===== src/rtl/maf_norm_round_if.sv =====
// Beat and result channels of the MAF normalize/round stage.
// With MAF_ROUND_MODES_EN defined the beat also carries a 2-bit rounding mode rm.
interface maf_norm_round_if #(
  parameter int unsigned PW = 74,
  parameter int unsigned SW = 10
);
  logic          in_valid;
  logic          in_ready;
  logic          sign;
  logic [SW-1:0] e_in;
  logic [PW-1:0] p_reg;
  logic [SW-1:0] sh_num;
  logic [1:0]    esh;
  logic [1:0]    revi;
`ifdef MAF_ROUND_MODES_EN
  logic [1:0]    rm;
`endif
  logic          out_valid;
  logic          out_ready;
  logic [31:0]   result;
  logic [2:0]    flags;

`ifdef MAF_ROUND_MODES_EN
  modport master (output in_valid, sign, e_in, p_reg, sh_num, esh, revi, rm, out_ready,
                  input  in_ready, out_valid, result, flags);
  modport slave  (input  in_valid, sign, e_in, p_reg, sh_num, esh, revi, rm, out_ready,
                  output in_ready, out_valid, result, flags);
`else
  modport master (output in_valid, sign, e_in, p_reg, sh_num, esh, revi, out_ready,
                  input  in_ready, out_valid, result, flags);
  modport slave  (input  in_valid, sign, e_in, p_reg, sh_num, esh, revi, out_ready,
                  output in_ready, out_valid, result, flags);
`endif
endinterface


===== src/rtl/maf_norm_round.sv =====
// MAF final stage: normalize shift with LZA correction, round to 24 bits, pack IEEE single.
// Optional MAF_ROUND_MODES_EN adds per-beat rounding modes (RNE/RTZ/+inf/-inf); default is RNE only.
module maf_norm_round #(
  parameter int unsigned PW = 74,
  parameter int unsigned SW = 10
) (
  input  logic            clk,
  input  logic            rstn,
  maf_norm_round_if.slave bus
);
  localparam int unsigned KW = 26;      // 24 significand bits + guard + round
  localparam int unsigned EW = SW + 1;
  localparam logic signed [EW:0] E_MAX  = (EW+1)'(255);
  localparam logic signed [EW:0] E_ZERO = '0;

  logic          a_vld, b_vld, a_adv, b_adv;
  logic [KW-1:0] a_m;
  logic          a_sticky, a_mz, a_sign;
  logic [EW-1:0] a_e;
  logic [1:0]    a_esh;
`ifdef MAF_ROUND_MODES_EN
  logic [1:0]    a_rm;
`endif
  logic [31:0]   res_q;
  logic [2:0]    flg_q;

  assign b_adv         = !b_vld || bus.out_ready;
  assign a_adv         = !a_vld || b_adv;
  assign bus.in_ready  = a_adv;
  assign bus.out_valid = b_vld;
  assign bus.result    = res_q;
  assign bus.flags     = flg_q;

  // Stage A: normalize shift, one-bit LZA fix-up, exponent adjust
  logic [PW-1:0] sh_m, m_c;
  logic          corr_c;
  logic [EW-1:0] e_a_c;
  always_comb begin
    sh_m   = (bus.sh_num > SW'(PW-1)) ? '0 : (bus.p_reg << bus.sh_num);
    corr_c = bus.revi[0] & ~sh_m[PW-1];
    m_c    = corr_c ? (sh_m << 1) : sh_m;
    e_a_c  = {bus.e_in[SW-1], bus.e_in} - {1'b0, bus.sh_num} - EW'(corr_c);
  end

  always_ff @(posedge clk or negedge rstn) begin
    if (!rstn) begin
      a_vld    <= 1'b0;
      a_m      <= '0;
      a_sticky <= 1'b0;
      a_mz     <= 1'b0;
      a_e      <= '0;
      a_sign   <= 1'b0;
      a_esh    <= '0;
`ifdef MAF_ROUND_MODES_EN
      a_rm     <= '0;
`endif
    end else if (a_adv) begin
      a_vld <= bus.in_valid;
      if (bus.in_valid) begin
        a_m      <= m_c[PW-1 -: KW];
        a_sticky <= (|m_c[PW-KW-1:0]) | bus.revi[1];
        a_mz     <= (m_c == '0);
        a_e      <= e_a_c;
        a_sign   <= bus.sign;
        a_esh    <= bus.esh;
`ifdef MAF_ROUND_MODES_EN
        a_rm     <= bus.rm;
`endif
      end
    end
  end

  // Stage B: round, exponent range checks, special-case packing
  logic [23:0]        sig;
  logic               g, s, rup, away, carry;
  logic [24:0]        sum;
  logic [22:0]        frac;
  logic signed [EW:0] e_f;
  logic [31:0]        res_c;
  logic [2:0]         flg_c;
  always_comb begin
    sig = a_m[KW-1:2];
    g   = a_m[1];
    s   = a_m[0] | a_sticky;
`ifdef MAF_ROUND_MODES_EN
    case (a_rm)
      2'b00:   rup = g & (s | sig[0]);
      2'b01:   rup = 1'b0;
      2'b10:   rup = (g | s) & ~a_sign;
      default: rup = (g | s) & a_sign;
    endcase
    away = (a_rm == 2'b00) || (a_rm == 2'b10 && !a_sign) || (a_rm == 2'b11 && a_sign);
`else
    rup  = g & (s | sig[0]);
    away = 1'b1;
`endif
    sum   = {1'b0, sig} + 25'(rup);
    carry = sum[24];
    frac  = carry ? '0 : sum[22:0];
    e_f   = signed'({a_e[EW-1], a_e} + (EW+1)'(carry));
    res_c = '0;
    flg_c = '0;
    case (a_esh)
      2'b01:   res_c = {a_sign, 31'd0};
      2'b10:   res_c = {a_sign, 8'hFF, 23'd0};
      2'b11:   res_c = 32'h7FC0_0000;
      default: begin
        if (a_mz) begin
          res_c = {a_sign, 31'd0};
        end else if (e_f >= E_MAX) begin
          res_c = away ? {a_sign, 8'hFF, 23'd0} : {a_sign, 31'h7F7F_FFFF};
          flg_c = 3'b101;
        end else if (e_f <= E_ZERO) begin
          res_c = {a_sign, 31'd0};
          flg_c = 3'b011;
        end else begin
          res_c = {a_sign, e_f[7:0], frac};
          flg_c = {2'b00, g | s};
        end
      end
    endcase
  end

  // Output register holds while the consumer stalls
  always_ff @(posedge clk or negedge rstn) begin
    if (!rstn) begin
      b_vld <= 1'b0;
      res_q <= '0;
      flg_q <= '0;
    end else if (b_adv) begin
      b_vld <= a_vld;
      if (a_vld) begin
        res_q <= res_c;
        flg_q <= flg_c;
      end
    end
  end
endmodule

===== src/flat_wrapper.sv =====
// flat-port wrapper written by rule: the top's interface ports become plain ports
module maf_norm_round_flat 
#(
  parameter int unsigned PW = 74,
  parameter int unsigned SW = 10
)
  (clk, rstn, bus_in_valid, bus_sign, bus_e_in, bus_p_reg, bus_sh_num, bus_esh, bus_revi, bus_out_ready, bus_in_ready, bus_out_valid, bus_result, bus_flags);
  maf_norm_round_if #(.PW(PW), .SW(SW)) bus_i ();
  input  logic clk;
  input  logic rstn;
  input wire logic [$bits(bus_i.in_valid)-1:0] bus_in_valid;
  input wire logic [$bits(bus_i.sign)-1:0] bus_sign;
  input wire logic [$bits(bus_i.e_in)-1:0] bus_e_in;
  input wire logic [$bits(bus_i.p_reg)-1:0] bus_p_reg;
  input wire logic [$bits(bus_i.sh_num)-1:0] bus_sh_num;
  input wire logic [$bits(bus_i.esh)-1:0] bus_esh;
  input wire logic [$bits(bus_i.revi)-1:0] bus_revi;
  input wire logic [$bits(bus_i.out_ready)-1:0] bus_out_ready;
  output wire logic [$bits(bus_i.in_ready)-1:0] bus_in_ready;
  output wire logic [$bits(bus_i.out_valid)-1:0] bus_out_valid;
  output wire logic [$bits(bus_i.result)-1:0] bus_result;
  output wire logic [$bits(bus_i.flags)-1:0] bus_flags;
  assign bus_i.in_valid = bus_in_valid;
  assign bus_i.sign = bus_sign;
  assign bus_i.e_in = bus_e_in;
  assign bus_i.p_reg = bus_p_reg;
  assign bus_i.sh_num = bus_sh_num;
  assign bus_i.esh = bus_esh;
  assign bus_i.revi = bus_revi;
  assign bus_i.out_ready = bus_out_ready;
  assign bus_in_ready = bus_i.in_ready;
  assign bus_out_valid = bus_i.out_valid;
  assign bus_result = bus_i.result;
  assign bus_flags = bus_i.flags;
  maf_norm_round #(.PW(PW), .SW(SW)) u_core (.clk(clk), .rstn(rstn), .bus(bus_i));
endmodule

===== config.mk =====
export PLATFORM = sky130hd
export DESIGN_NAME = maf_norm_round_flat
export DESIGN_NICKNAME = d
export VERILOG_FILES = /design/src/rtl/maf_norm_round_if.sv /design/src/rtl/maf_norm_round.sv /design/src/flat_wrapper.sv
export SDC_FILE = /design/constraint.sdc
export NUM_CORES = 1
export LEC_CHECK = 0
export BUFFER_PORTS_ARGS = -buffer_cell sky130_fd_sc_hd__buf_2
export CAP_MARGIN = 5
export CORE_MARGIN = 2
export CORE_UTILIZATION = 45
export CTS_CLUSTER_DIAMETER = 80
export CTS_CLUSTER_SIZE = 12
export DETAILED_ROUTE_END_ITERATION = 6
export HOLD_SLACK_MARGIN = 0.03
export PLACE_DENSITY = 0.69
export SLEW_MARGIN = 20
export SYNTH_ARGS = -nofsm -noshare
export SYNTH_HDL_FRONTEND = slang
export SYNTH_SLANG_ARGS = --single-unit

===== constraint.sdc =====
create_clock -name clk -period 9 [get_ports clk]
set_input_delay 0.45 -clock clk [delete_from_list [all_inputs] [get_ports clk]]
set_output_delay 0.45 -clock clk [all_outputs]
set_load 0.1 [all_outputs]

# Word-level counts from Yosys, hierarchy flattened
# Index checks and enable logic that the tools add are counted.
# op_classes
eq_ne,3
n_bitwise,7
add_sub_neg,4
n_lt_le_gt_ge,3
muxes,11
n_shift,1
n_reduce_logical,9
# op_table
cell,n
2-to-1 mux 74 bit,2
one-hot mux 32 bit (3 select lines),1
2-to-1 mux 31 bit,3
zero test 74 bit,1
<< shifter 74 x 10 -> 74 bit,1
OR reduction 48 bit,1
adder 24 x 1 -> 25 bit,1
2-to-1 mux 23 bit,1
adder 11 x 2 -> 12 bit,1
"greater-or-equal comparator 12 x 9 -> 1 bit, second input constant",1
"less-or-equal comparator 12 x 1 -> 1 bit, second input constant",1
subtractor 11 x 1 -> 11 bit,1
subtractor 11 x 10 -> 11 bit,1
"> comparator 10 x 7 -> 1 bit, second input constant",1
2-to-1 mux 3 bit,3
"equality test 2 bit, second input constant",2
OR 1 bit,4
AND reduction 2 bit,2
OR reduction 3 bit,1
AND 1 bit,2
"equality test 2 x 1 -> 1 bit, second input constant",1
zero test 1 bit,2
logical OR 1 bit,2
2-to-1 mux 2 bit,1
NOT 1 bit,1
# totals
register_bits,79
out_inout_bits,37
word_cells,48

# Depth between registers and ports, before layout
# depth
word_depth,10
ltp_mapped,25
depth_no_buf,20

# Worst setup path after synthesis
# Ideal clock, no wire load.
# synth_path
path_kind,input port to flip-flop
start,input bus_sh_num[0]
end,register u_core.a_e[10]
cell_stages,25
setup_time_ns,0.133
slack_ns,4.049
arrival_ns,4.818
path_buffers,8
cell_sequence,buf_6 > buf_12 > buf_6 > buf_6 > buf_6 > buf_2 > mux4_2 > nand2_1 > nand3_1 > a41oi_2 > inv_2 > buf_4 > buf_2 > fa_1 > fa_1 > nand2b_1 > a21oi_1 > o21bai_1 > a21oi_1 > o21bai_1 > a21oi_1 > o21bai_1 > a21oi_1 > xor2_1 > o21ai_0
# synth_via
elab_chain_len,5
word_cells_on_any_way,7
# synth_rtl
element,line,text
from (decl),flat_wrapper.sv:15,input wire logic [$bits(bus_i.sh_num)-1:0] bus_sh_num;
<< shifter 74 x 10 -> 74 bit / > comparator 10 x 7 -> 1 bit (equally long branches),maf_norm_round.sv:39,sh_m = (bus.sh_num > SW'(PW-1)) ? '0 : (bus.p_reg << bus.sh_num);
2-to-1 mux 74 bit,maf_norm_round.sv:39,
NOT 1 bit,maf_norm_round.sv:40,corr_c = bus.revi[0] & ~sh_m[PW-1];
AND 1 bit,maf_norm_round.sv:40,
subtractor 11 x 1 -> 11 bit *,maf_norm_round.sv:42,"e_a_c = {bus.e_in[SW-1], bus.e_in} - {1'b0, bus.sh_num} - EW'(corr_c);"
to (signal assigned),maf_norm_round.sv:51,a_e <= '0;
to (signal assigned),maf_norm_round.sv:63,a_e <= e_a_c;
to (decl),maf_norm_round.sv:19,logic [EW-1:0] a_e;
# Every way passes the cells marked *; elsewhere a longest branch is shown, timed or not.
# A chain may end at the register's enable or synchronous reset.

# Worst setup path after layout
# Ends and elaborated chain as after synthesis.

==> qor.txt <==
Final hold viol count -> 0
Post-synthesis sequential element count -> 79
Fin nets -> 1497
Flop-to-flop setup slack -> 4.40 ns
Root Buffer -> clkbuf_16
F_max -> 174.7 MHz
Max Transition Viols Final -> 0
Reg2reg path depth -> 20
Die X -> 157.7 µm
Yosys top cell area share -> 18.59%
Syn_nets -> 1425
Pint -> 0.8275 mW
CP required -> 9.19 ns
Top FF cell, synth -> dfrtp_1
Type of the worst setup path -> in2reg
Area contributors post-synth -> dfrtp_1 (19%), mux4_2 (11%), mux2i_1 (11%)
Ys Warns -> 0
Dpl hpwl -> 32550 µm
Synth async-reset ratio -> 100.0%
Clock Path Buffers -> 2
First-pass GRT wire length -> 63730 µm
Sequential Area -> 1977 µm²
Sum of negative setup slack -> 0 ns
CP Data Arrival Time -> 5.91 ns
Startpoint Class -> input port
Syn avg cell area -> 8.173 µm²
RePlAce Congestion -> 1.058
Hold WC Path Type -> in2async
Lkg Pwr -> 4.890 nW
Pwr per Cell Area -> 125.5 nW/µm²
RSZ-0062 raised after global routing -> no
DRC violations left -> 0
Die H -> 157.7 µm
# rows -> 56
Area Growth Syn to Fin -> 9.979%
NetSw -> 0.6405 mW
Post-Syn Area -> 10630 µm²
Netlist cell types -> 83
I/O pin count -> 140
EDFF count, synth -> 0
Starting DRC count in detailed routing -> 1314
Via Count -> 11171
Reg power frac -> 28.8%
Clk slew on worst S/H paths -> 0.06 ns
Power share of the combinational group -> 47.4%
Worst skew pair latency -> 0.33 ns
Core region area -> 23330 µm²
CP Capture Type -> flop
Worst r2r src -> u_core.a_m[1]
Slew headroom -> 36.59%
Final instance area -> 11690 µm²
Worst vdd ir -> 0.1621 mV
Seq/Total Area, Yosys -> 18.59%
Final setup fails -> 0
TritonCTS buffer count -> 9
Crit path max fanout -> 44
Tcrit/Tclk final -> 63.59%
Synth area leader -> dfrtp_1
Antenna violations before repair -> 0
Post-Syn Instances -> 1301
Routed wire per std cell -> 24.74 µm
Crit path time final -> 5.723 ns
Multi-input logic area -> 7979 µm²
Worst Skew -> 0.009338 ns
Post_cts resized -> 0
H-tree Lvls -> 3
TritonCTS clock tree -> built
Overall Global Routing Usage -> 33.49%
Drt total wl -> 41980 µm
Antenna-violating nets left -> 0
Vias in the first global route -> 10656
Number of fillers in the final layout -> 2331
Initial Util -> 45.57%
Max-Cap Viols -> 0
Largest net degree at the start of global routing -> 80
Worst R2R End -> u_core.bus.result[19]
Overflow after GRT -> 0
Hold_buf cts -> 0
Worst Tran Pin Value -> 0.9489 ns
DP Area -> 11400 µm²
Clock Sinks -> 79
Clock share of power -> 23.8%
Switching portion of total power -> 43.63%
Antenna diode count -> 0
Number of vias per cell -> 6.583
Status -> finished clean
Die footprint -> 24870 µm²
Drt pass-1 iters -> 6
Port Buf Inserts -> 139
Post-CTS setup buffers -> 0
Share of cells above drive strength 1 -> 20.83%
## cell usage in the layout (no fill, tap or decap), types with 6 or more instances in the layout
| cell type | count |
|---|---|
| nor2b_1 | 6 |
| o21a_1 | 8 |
| o31ai_1 | 8 |
| xnor2_1 | 18 |
| a21o_1 | 7 |
| clkbuf_16 | 9 |
| o32ai_1 | 7 |
| a211oi_1 | 14 |
| buf_2 | 136 |
| o22a_1 | 15 |
| buf_4 | 30 |
| a21oi_1 | 56 |
| a22oi_1 | 12 |
| and2_1 | 13 |
| mux2i_1 | 116 |
| a211o_1 | 6 |
| xor2_1 | 16 |
| nor3_1 | 29 |
| nand2_1 | 179 |
| mux4_2 | 54 |
| nor3b_1 | 6 |
| inv_1 | 34 |
| o221ai_1 | 20 |
| nor4_1 | 8 |
| nor2_1 | 100 |
| mux2_2 | 33 |
| a22o_1 | 10 |
| nand3_1 | 39 |
| ha_1 | 19 |
| o22ai_1 | 22 |
| nand4_1 | 9 |
| o211ai_1 | 13 |
| nand2b_1 | 8 |
| dfrtp_1 | 79 |
| or3_1 | 8 |
| a31oi_1 | 10 |
| and3_1 | 17 |
| o21ai_0 | 103 |
## power by group through the flow
stage / Sequential (mW) / Clock (mW) / Combinational [mW]
after floorplan: 0.552 / 0 / 0.369
after global placement: 0.428 / 0 / 0.680
after detailed placement: 0.429 / 0 / 0.681
after CTS: 0.423 / 0.355 / 0.683
after global routing: 0.429 / 0.371 / 0.740
final: 0.423 / 0.349 / 0.696
## area by class of cell
class | instances | share of cell area (%)
clock inverters | 6 | 0.5243
repair buffers | 166 | 7.747
multi-input cells | 1079 | 68.23
inverters | 38 | 1.220
well taps | 319 | 3.413
clock buffers | 10 | 1.958
flip-flops and latches | 79 | 16.91
## critical path, stage by stage
cell and delay, ns:
buf_4 0.49, buf_4 0.58, mux4_2 0.63, a22o_1 0.26, nor3_1 0.18, a2111oi_1 0.14, a41oi_2 0.21, buf_4 0.30
inv_2 0.22, fa_1 0.46, fa_1 0.41, nand2b_1 0.16, a21oi_1 0.22, o21bai_1 0.09, a21oi_1 0.22, o21bai_1 0.08
a21oi_1 0.23, o21bai_1 0.10, a21oi_1 0.17, xor2_1 0.15, o21ai_0 0.08
## Yosys cell counts (15+ instances only)
library cell,count
inv_1,34
xor2_1,16
mux2_2,33
o22ai_1,22
nand3_1,39
a21oi_1,56
xnor2_1,18
nand2_1,180
clkbuf_1,47
mux2i_1,116
ha_1,19
mux4_2,54
buf_2,26
and3_1,17
o22a_1,15
dfrtp_1,79
o21ai_0,103
nor2_1,100
nor3_1,29
o221ai_1,20
buf_1,16
## how the worst max path moves through the flow
stage	startpoint	to	slack, ns
2_1_floorplan	bus_sh_num[0]	u_core.a_e[10]	4.05
3_3_place_gp	bus_sh_num[0]	u_core.a_e[10]	3.07
3_5_place_dp	bus_sh_num[0]	u_core.a_e[10]	2.94
4_1_cts	bus_sh_num[0]	u_core.a_e[10]	3.29
5_1_grt	bus_sh_num[0]	u_core.a_e[10]	2.89
6_report	bus_sh_num[0]	u_core.a_e[10]	3.28
## registers in the layout, summed over array words and instances, names as in the netlist
signal and cells:
u_core.a_m 26, u_core.bus.result 32, u_core.bus.out_valid 1, u_core.a_mz 1, u_core.a_e 11, u_core.a_sign 1
u_core.bus.flags 3, u_core.a_esh 2, u_core.a_sticky 1, u_core.a_vld 1
## metrics by stage
stage / hold slack (ns) / cells / util (%) / power (mW) / setup slack, ns
after floorplan: 0.1544 / 1301 / - / 0.9206 / 4.049
after global placement: 0.4467 / 1681 / 48.87 / 1.108 / 3.070
after detailed placement: 0.4505 / 1681 / 48.87 / 1.110 / 2.945
after CTS: 0.3116 / 1697 / 50.12 / 1.462 / 3.288
after global routing: 0.3302 / 1697 / 50.12 / 1.540 / 2.888
final: 0.2557 / 1697 / 50.12 / 1.468 / 3.277
## logic make-up (layout without fill, tap and decap cells)
group	count (synthesis)	count (layout)	synth area share (%)
buf+inv	143	220	6.390
mux	204	204	26.10
fa+ha+maj	21	21	2.612
compound gates	369	369	23.59
xor+xnor	34	34	2.801
simple gates	451	451	19.91
flops	79	79	18.59
## per-layer routing
layer  vias to the layer above  routed length [µm]  GRT usage [%]
li1                       5096                   -              -
met1                      5311               17350          44.43
met2                       652               19160          54.41
met3                       112                3646          5.037
met4                         0                1829          14.11
met5                         -                   0              0
Power figures use the tool's default switching activity.
